<file path="src/rtl/dft_mac_if.sv">
// Stream/memory bundle of the DFT MAC engine: control, sample and twiddle
// fetch ports, and the result stream.
interface dft_mac_if #(
  parameter int DATA_WIDTH = 16,
  parameter int AW         = 12,
  parameter int LANES      = 2
);
  logic                           start;
  logic                           abort;
  logic                           inverse;
  logic [AW-1:0]                  samp_number;
  logic                           rd_en;
  logic [AW-1:0]                  rd_addr;
  logic signed [DATA_WIDTH-1:0]   rd_data;
  logic [LANES*AW-1:0]            tw_addr;
  logic [LANES*DATA_WIDTH-1:0]    tw_re;
  logic [LANES*DATA_WIDTH-1:0]    tw_im;
  logic                           res_valid;
  logic                           res_ready;
  logic [AW-1:0]                  res_k;
  logic signed [DATA_WIDTH-1:0]   res_re;
  logic signed [DATA_WIDTH-1:0]   res_im;
  logic                           busy;
  logic                           done;
  logic                           err;

  modport slave (
    input  start, abort, inverse, samp_number, rd_data, tw_re, tw_im, res_ready,
    output rd_en, rd_addr, tw_addr, res_valid, res_k, res_re, res_im, busy, done, err
  );

  modport master (
    output start, abort, inverse, samp_number, rd_data, tw_re, tw_im, res_ready,
    input  rd_en, rd_addr, tw_addr, res_valid, res_k, res_re, res_im, busy, done, err
  );
endinterface

</file>
<file path="src/rtl/dft_mac_engine.sv">
// Multi-lane direct DFT: LANES bins per pass over N real samples, twiddle phase
// tracked by modular addition, results rounded/saturated onto a valid/ready stream.
module dft_mac_engine #(
  parameter int DATA_WIDTH = 16,
  parameter int ACC_WIDTH  = 40,
  parameter int MAX_N      = 4096,
  parameter int AW         = 12,
  parameter int LANES      = 2
) (
  input  logic     clk,
  input  logic     rst,
  dft_mac_if.slave bus
);
  localparam int PW = 2 * DATA_WIDTH;
  localparam int KW = AW + 2;
  localparam int LW = (LANES > 1) ? $clog2(LANES) : 1;
  localparam logic [AW:0] MAX_N_W = (AW+1)'(MAX_N);
  localparam logic signed [ACC_WIDTH:0] SAT_HI = (ACC_WIDTH+1)'((2 ** (DATA_WIDTH-1)) - 1);
  localparam logic signed [ACC_WIDTH:0] SAT_LO = (ACC_WIDTH+1)'(-(2 ** (DATA_WIDTH-1)));
  localparam logic signed [ACC_WIDTH:0] HALF   = (ACC_WIDTH+1)'(2 ** (DATA_WIDTH-2));

  typedef enum logic [2:0] {IDLE = 3'd0, ACC = 3'd1, DRAIN = 3'd2, OUT = 3'd3, NEXT = 3'd4} state_t;

  state_t                        state_r, state_nx;
  logic [AW-1:0]                 n_r, cnt_r, kb_r;
  logic                          inv_r;
  logic [LW-1:0]                 lane_r;
  logic [AW-1:0]                 phase_r  [LANES];
  logic [AW-1:0]                 phase_nx_s [LANES];
  logic [KW-1:0]                 psum_s   [LANES];
  logic                          va_r, vb_r, vc_r;
  logic signed [DATA_WIDTH-1:0]  x_r;
  logic signed [DATA_WIDTH-1:0]  cos_r [LANES];
  logic signed [DATA_WIDTH-1:0]  sin_r [LANES];
  logic signed [PW-1:0]          pre_r [LANES];
  logic signed [PW-1:0]          pim_r [LANES];
  logic signed [ACC_WIDTH-1:0]   acc_re_r [LANES];
  logic signed [ACC_WIDTH-1:0]   acc_im_r [LANES];
  logic                          done_r, err_r;

  logic          start_ok_s, acc_last_s, drain_last_s, more_s, last_pass_s;
  logic [KW-1:0] kb_ext_s, n_ext_s, cur_k_s, nxt_k_s;

  // Round half up, then clamp into the output sample range.
  function automatic logic signed [DATA_WIDTH-1:0] round_sat(input logic signed [ACC_WIDTH-1:0] a);
    logic signed [ACC_WIDTH:0] v;
    v = ((ACC_WIDTH+1)'(a) + HALF) >>> (DATA_WIDTH-1);
    if (v > SAT_HI) begin
      return SAT_HI[DATA_WIDTH-1:0];
    end else if (v < SAT_LO) begin
      return SAT_LO[DATA_WIDTH-1:0];
    end else begin
      return v[DATA_WIDTH-1:0];
    end
  endfunction

  assign start_ok_s   = (bus.samp_number != '0) && ({1'b0, bus.samp_number} <= MAX_N_W);
  assign kb_ext_s     = {2'b00, kb_r};
  assign n_ext_s      = {2'b00, n_r};
  assign cur_k_s      = kb_ext_s + KW'(lane_r);
  assign nxt_k_s      = cur_k_s + KW'(1);
  assign more_s       = (lane_r != LW'(LANES-1)) && (nxt_k_s < n_ext_s);
  assign last_pass_s  = (kb_ext_s + KW'(LANES)) >= n_ext_s;
  assign acc_last_s   = (cnt_r == n_r - AW'(1));
  assign drain_last_s = (cnt_r == AW'(2));

  // Next phase per lane: p + k reduced once modulo N.
  always_comb begin
    for (int i = 0; i < LANES; i++) begin
      psum_s[i] = {2'b00, phase_r[i]} + kb_ext_s + KW'(i);
      if (psum_s[i] >= n_ext_s) begin
        phase_nx_s[i] = AW'(psum_s[i] - n_ext_s);
      end else begin
        phase_nx_s[i] = AW'(psum_s[i]);
      end
    end
  end

  // State register.
  always_ff @(posedge clk or posedge rst) begin
    if (rst) begin
      state_r <= IDLE;
    end else begin
      state_r <= state_nx;
    end
  end

  // Next-state logic; abort overrides every transition.
  always_comb begin
    state_nx = state_r;
    if (bus.abort) begin
      state_nx = IDLE;
    end else begin
      case (state_r)
        IDLE:    if (bus.start && start_ok_s) state_nx = ACC;   else state_nx = IDLE;
        ACC:     if (acc_last_s)              state_nx = DRAIN; else state_nx = ACC;
        DRAIN:   if (drain_last_s)            state_nx = OUT;   else state_nx = DRAIN;
        OUT:     if (bus.res_ready && !more_s) state_nx = NEXT; else state_nx = OUT;
        NEXT:    if (last_pass_s)             state_nx = IDLE;  else state_nx = ACC;
        default: state_nx = IDLE;
      endcase
    end
  end

  // Control registers: counters, latched job parameters, phases, pulses.
  always_ff @(posedge clk or posedge rst) begin
    if (rst) begin
      n_r <= '0; cnt_r <= '0; kb_r <= '0; inv_r <= 1'b0; lane_r <= '0;
      done_r <= 1'b0; err_r <= 1'b0;
      for (int i = 0; i < LANES; i++) phase_r[i] <= '0;
    end else if (bus.abort) begin
      n_r <= '0; cnt_r <= '0; kb_r <= '0; inv_r <= 1'b0; lane_r <= '0;
      done_r <= 1'b0; err_r <= 1'b0;
      for (int i = 0; i < LANES; i++) phase_r[i] <= '0;
    end else begin
      done_r <= (state_r == NEXT) && last_pass_s;
      err_r  <= (state_r == IDLE) && bus.start && !start_ok_s;
      if (state_r == IDLE && bus.start && start_ok_s) begin
        n_r <= bus.samp_number; inv_r <= bus.inverse; kb_r <= '0;
      end
      if (state_r == ACC) begin
        cnt_r <= acc_last_s ? '0 : cnt_r + AW'(1);
      end else if (state_r == DRAIN) begin
        cnt_r <= drain_last_s ? '0 : cnt_r + AW'(1);
      end else begin
        cnt_r <= '0;
      end
      if (state_r == OUT) begin
        if (bus.res_ready && more_s) lane_r <= lane_r + LW'(1);
      end else begin
        lane_r <= '0;
      end
      if (state_r == NEXT) begin
        kb_r <= last_pass_s ? '0 : kb_r + AW'(LANES);
      end
      for (int i = 0; i < LANES; i++) begin
        if (state_r == ACC) phase_r[i] <= phase_nx_s[i];
        else if (state_r == NEXT) phase_r[i] <= '0;
      end
    end
  end

  // Fetch -> multiply -> accumulate pipeline; valid tags follow rd_en.
  always_ff @(posedge clk or posedge rst) begin
    if (rst) begin
      va_r <= 1'b0; vb_r <= 1'b0; vc_r <= 1'b0; x_r <= '0;
      for (int i = 0; i < LANES; i++) begin
        cos_r[i] <= '0; sin_r[i] <= '0; pre_r[i] <= '0; pim_r[i] <= '0;
        acc_re_r[i] <= '0; acc_im_r[i] <= '0;
      end
    end else if (bus.abort) begin
      va_r <= 1'b0; vb_r <= 1'b0; vc_r <= 1'b0;
      for (int i = 0; i < LANES; i++) begin
        acc_re_r[i] <= '0; acc_im_r[i] <= '0;
      end
    end else begin
      va_r <= (state_r == ACC);
      vb_r <= va_r;
      vc_r <= vb_r;
      x_r  <= bus.rd_data;
      for (int i = 0; i < LANES; i++) begin
        cos_r[i] <= bus.tw_re[i*DATA_WIDTH +: DATA_WIDTH];
        sin_r[i] <= bus.tw_im[i*DATA_WIDTH +: DATA_WIDTH];
        pre_r[i] <= x_r * cos_r[i];
        pim_r[i] <= x_r * sin_r[i];
        if (state_r == NEXT) begin
          acc_re_r[i] <= '0;
          acc_im_r[i] <= '0;
        end else if (vc_r) begin
          acc_re_r[i] <= acc_re_r[i] + ACC_WIDTH'(pre_r[i]);
          acc_im_r[i] <= inv_r ? acc_im_r[i] + ACC_WIDTH'(pim_r[i])
                               : acc_im_r[i] - ACC_WIDTH'(pim_r[i]);
        end
      end
    end
  end

  // Output decode; everything outside its active state reads as zero.
  always_comb begin
    bus.rd_en     = (state_r == ACC);
    bus.rd_addr   = (state_r == ACC) ? cnt_r : '0;
    bus.tw_addr   = '0;
    for (int i = 0; i < LANES; i++) begin
      bus.tw_addr[i*AW +: AW] = (state_r == ACC) ? phase_r[i] : '0;
    end
    bus.res_valid = (state_r == OUT);
    if (state_r == OUT) begin
      bus.res_k  = AW'(cur_k_s);
      bus.res_re = round_sat(acc_re_r[lane_r]);
      bus.res_im = round_sat(acc_im_r[lane_r]);
    end else begin
      bus.res_k  = '0;
      bus.res_re = '0;
      bus.res_im = '0;
    end
    bus.busy = (state_r != IDLE);
    bus.done = done_r;
    bus.err  = err_r;
  end
endmodule

</file>
<file path="src/flat_wrapper.sv">
// flat-port wrapper written by rule: the top's interface ports become plain ports
module dft_mac_engine_flat 
#(
  parameter int DATA_WIDTH = 16,
  parameter int ACC_WIDTH  = 40,
  parameter int MAX_N      = 4096,
  parameter int AW         = 12,
  parameter int LANES      = 2
)
  (clk, rst, bus_start, bus_abort, bus_inverse, bus_samp_number, bus_rd_data, bus_tw_re, bus_tw_im, bus_res_ready, bus_rd_en, bus_rd_addr, bus_tw_addr, bus_res_valid, bus_res_k, bus_res_re, bus_res_im, bus_busy, bus_done, bus_err);
  dft_mac_if #(.DATA_WIDTH(DATA_WIDTH), .AW(AW), .LANES(LANES)) bus_i ();
  input  logic clk;
  input  logic rst;
  input wire logic [$bits(bus_i.start)-1:0] bus_start;
  input wire logic [$bits(bus_i.abort)-1:0] bus_abort;
  input wire logic [$bits(bus_i.inverse)-1:0] bus_inverse;
  input wire logic [$bits(bus_i.samp_number)-1:0] bus_samp_number;
  input wire logic [$bits(bus_i.rd_data)-1:0] bus_rd_data;
  input wire logic [$bits(bus_i.tw_re)-1:0] bus_tw_re;
  input wire logic [$bits(bus_i.tw_im)-1:0] bus_tw_im;
  input wire logic [$bits(bus_i.res_ready)-1:0] bus_res_ready;
  output wire logic [$bits(bus_i.rd_en)-1:0] bus_rd_en;
  output wire logic [$bits(bus_i.rd_addr)-1:0] bus_rd_addr;
  output wire logic [$bits(bus_i.tw_addr)-1:0] bus_tw_addr;
  output wire logic [$bits(bus_i.res_valid)-1:0] bus_res_valid;
  output wire logic [$bits(bus_i.res_k)-1:0] bus_res_k;
  output wire logic [$bits(bus_i.res_re)-1:0] bus_res_re;
  output wire logic [$bits(bus_i.res_im)-1:0] bus_res_im;
  output wire logic [$bits(bus_i.busy)-1:0] bus_busy;
  output wire logic [$bits(bus_i.done)-1:0] bus_done;
  output wire logic [$bits(bus_i.err)-1:0] bus_err;
  assign bus_i.start = bus_start;
  assign bus_i.abort = bus_abort;
  assign bus_i.inverse = bus_inverse;
  assign bus_i.samp_number = bus_samp_number;
  assign bus_i.rd_data = bus_rd_data;
  assign bus_i.tw_re = bus_tw_re;
  assign bus_i.tw_im = bus_tw_im;
  assign bus_i.res_ready = bus_res_ready;
  assign bus_rd_en = bus_i.rd_en;
  assign bus_rd_addr = bus_i.rd_addr;
  assign bus_tw_addr = bus_i.tw_addr;
  assign bus_res_valid = bus_i.res_valid;
  assign bus_res_k = bus_i.res_k;
  assign bus_res_re = bus_i.res_re;
  assign bus_res_im = bus_i.res_im;
  assign bus_busy = bus_i.busy;
  assign bus_done = bus_i.done;
  assign bus_err = bus_i.err;
  dft_mac_engine #(.DATA_WIDTH(DATA_WIDTH), .ACC_WIDTH(ACC_WIDTH), .MAX_N(MAX_N), .AW(AW), .LANES(LANES)) u_core (.clk(clk), .rst(rst), .bus(bus_i));
endmodule
</file>
<file path="config.mk">
export PLATFORM = sky130hd
export DESIGN_NAME = dft_mac_engine_flat
export DESIGN_NICKNAME = d
export VERILOG_FILES = /design/src/rtl/dft_mac_if.sv /design/src/rtl/dft_mac_engine.sv /design/src/flat_wrapper.sv
export SDC_FILE = /design/constraint.sdc
export NUM_CORES = 2
export LEC_CHECK = 0
export CORE_MARGIN = 4
export CORE_UTILIZATION = 65
export DETAILED_ROUTE_END_ITERATION = 8
export GPL_TIMING_DRIVEN = 0
export PLACE_DENSITY = 0.83
export SYNTH_ARGS = -nofsm -noshare
export SYNTH_HDL_FRONTEND = slang
export SYNTH_SLANG_ARGS = --single-unit
</file>
<file path="constraint.sdc">
create_clock -name clk -period 16.85 [get_ports clk]
set_input_delay 3.37 -clock clk [delete_from_list [all_inputs] [get_ports clk]]
set_output_delay 3.37 -clock clk [all_outputs]
set_load 0.01 [all_outputs]
</file>
==> results.tsv <==
stage	metric	value	unit
floorplan	core	0.106	mm2
sta	slew_headroom	0.851	%
synth	ys_async_sr_fraction	100	%
synth	postSynthCellCount	7738	
clocking	numClockSinks	437	
sta	setup_violations	0	
clocking	ctsResizeCount	0	
clocking	cts_setup_buffers	0	
finish	fillers	8183	
outcome	status	completed	
grt	antenna_found_initial	24	
synth	yosysWarnings	0	
placed_design	placed_cells	9313	
worst_setup_path	critPathKind	flip-flop to output pin	
grt	met3_usage	11.6	%
clocking	cts_root_buf	clkbuf_16	
drt	drt_first_iter_violations	5121	
worst_setup_path	required	13480	ps
synth	synth.net_count	9453	
worst_setup_path	cp.arrival	7210	ps
placed_design	numPortBuffers	181	
floorplan	dieArea	0.113	mm2
grt	grt_util_met2	60.3	%
drt	wl	217	mm
finish	layout.cells.non_filler	9425	
synth	synth_top_area_share	30.3	%
finish	area_growth	7.88	%
synth	synth.distinct_cells	94	
drt	avgRoutedWirePerCell	23.0	um
worst_setup_path	cp_max_fo	10	
grt	track_usage	39.2	%
sta	hold_viol_final	0	
grt	busiest_layer	met2	
drt	vias_per_cell	6.08	
floorplan	placementRows	119	
grt	grt_max_degree	131	
clocking	clock_latency	690	ps
grt	gr-usage-met1	49.3	%
clocking	ctsLongestPathBuffers	3	
sta	drv_slew	0	
sta	clock_skew	27.8	ps
run	maxCapViolCount	0	
floorplan	die_x	336	um
sta	tightest_slew	1490	ps
placed_design	dp_hpwl	176	mm
floorplan	num_io_pins	183	
synth	synth-seq-cells	437	
synth	avgSynthCellArea	9.02	um2
finish	drive_above_1_share	3.20	%
synth	synth.cell_area	0.0698	mm2
placed_design	gp_congestion	0.990	
grt	grt_pass1_wl	336	mm
grt	overflow	0	
drt	route.detailed.drc	0	
synth	synth_seq_area_share	15.7	%
clocking	clkTransAtPathRegs	70	ps
sta	min_period	10580	ps
sta	grt_setup_unrepaired	false	
drt	first_pass_iters	8	
drt	ant_nets	0	
synth	synth_area_leaders	fa_1 (30%), dfrtp_1 (16%), ha_1 (10%), inv_1 (6.9%), and2_1 (4.6%)	
synth	synth_top_cell_by_area	fa_1	
grt	grt_pass1_vias	58700	
clocking	htreeDepth	2	
worst_setup_path	endpoint_kind	output pin	
sta	timing.final.crit_share	62.8	%
drt	vias	57300	
clocking	cts_tree	built	
clocking	cts_buffers	53	
worst_setup_path	startpoint_type	flip-flop	
finish	nets	9693	
synth	synth_edf_count	0	
floorplan	die_h	336	um
synth	synth_ff_type	dfrtp_1	
clocking	ctsHoldBuffers	0	
floorplan	start_util	65.8	%
worst_hold_path	hold_path_class	flip-flop to flip-flop	
sta	fmax	0.0945	GHz
[worst max-delay path: stages (launching register included)]
cell and delay [ps]:
dfrtp_1 370, buf_6 150, buf_8 140, buf_8 170, buf_6 190, buf_4 240, buf_2 350, buf_1 700
clkbuf_1 750, mux2_2 310, ha_1 200, o221a_2 230, and4b_1 200, clkbuf_1 280, inv_1 120, nor2_1 280
a31oi_1 130, o32a_1 200, o31ai_1 250, nand2_1 210, buf_2 230, o21ai_1 220, clkdlybuf4s50_1 570
[layout make-up]
class	instances	area (um2)	area share, %
multi-input combinational	5704	52800	70.1
sequential	437	10900	14.5
inverter	1279	4810	6.38
timing repair buffer	185	1910	2.54
tap	1391	1740	2.31
clock buffer	69	1480	1.96
buffer	318	1250	1.66
clock inverter	28	328	0.435
antenna	14	35.0	0.0465
[cells by family after synthesis]
logic type                 after synthesis  synth area share, %
DFF                                    437                 15.7
muxes                                  249                 3.78
adders and majority gates             1619                 40.4
other                                    1              0.00537
and+or+nand+nor                       2224                 15.4
xor gates and xnor gates               449                 5.63
AOI/OAI and AO/OA                     1162                 10.5
buffers and inverters                 1597                 8.67
[routing by layer]
| metal | wire length, um | part of all wire (%) |
|---|---|---|
| met1 | 79900 | 37 |
| met2 | 95700 | 44 |
| met3 | 24900 | 11 |
| met4 | 16400 | 7.6 |
| met5 | 88 | 0.041 |
[sequential cells by signal (all words and copies together), names as in the netlist, 12 cells and up]
| signal | count |
|---|---|
| u_core.pre_r | 64 |
| u_core.n_r | 12 |
| u_core.acc_im_r | 80 |
| u_core.sin_r | 32 |
| u_core.pim_r | 64 |
| u_core.x_r | 16 |
| u_core.cnt_r | 12 |
| u_core.acc_re_r | 80 |
| u_core.phase_r | 24 |
| u_core.cos_r | 32 |
[synth_stat cells (43+ instances only)]
cell and instances:
nand4_1 43, a21o_1 157, dfrtp_1 437, a21oi_1 311, nor2_1 410, xnor2_1 264
nor3_1 88, nand3_1 73, nor2b_1 45, o21bai_1 45, inv_1 1279, nand2b_1 57
and2_1 513, and3_1 65, o21ai_0 304, nand2_1 834, clkbuf_1 287, ha_1 562
mux2_2 119, mux2i_1 130, o21a_1 53, fa_1 1055, xor2_1 185
[final timing paths]
path	from	endpoint	slack, ps	depth (start not counted)
hold / removal	u_core.va_r	u_core.vb_r	490	1
hold reg to reg	u_core.va_r	u_core.vb_r	490	1
setup / recovery	u_core.lane_r	bus_res_im[13]	6270	22
setup reg to reg	u_core.x_r[6]	u_core.pre_r[63]	7410	24
min in group asynchronous	rst	u_core.cos_r[6]	3170	2
max in group asynchronous	rst	u_core.pim_r[24]	12150	4
[placed cells by master (no fill, tap or decap), types with 43 or more instances in the layout]
cell type,n
inv_1,1278
fa_1,1055
nand2_1,834
ha_1,562
and2_1,513
dfrtp_1,437
nor2_1,410
a21oi_1,310
o21ai_0,304
clkbuf_1,292
xnor2_1,264
xor2_1,185
clkdlybuf4s50_1,181
a21o_1,157
mux2i_1,130
mux2_2,119
nor3_1,88
nand3_1,73
and3_1,65
nand2b_1,57
o21a_1,53
clkbuf_16,53
o21bai_1,45
nor2b_1,45
nand4_1,43
[stage by stage]
step	cell area, um2	setup slack (ps)	TNS (ps)	utilization (%)	hold slack, ps
floorplan	69800	1310	0	-	439
global placement	73400	-4320	-1832760	69.2	462
detailed placement	73500	7090	0	69.3	462
CTS	75300	6370	0	71.0	489
global route	75300	6060	0	71.0	523
finish	75300	6270	0	71.0	488
Power is left out: the tool's default activity adds up to more than one toggle a clock period on the data nets, which glitch-free logic cannot reach.
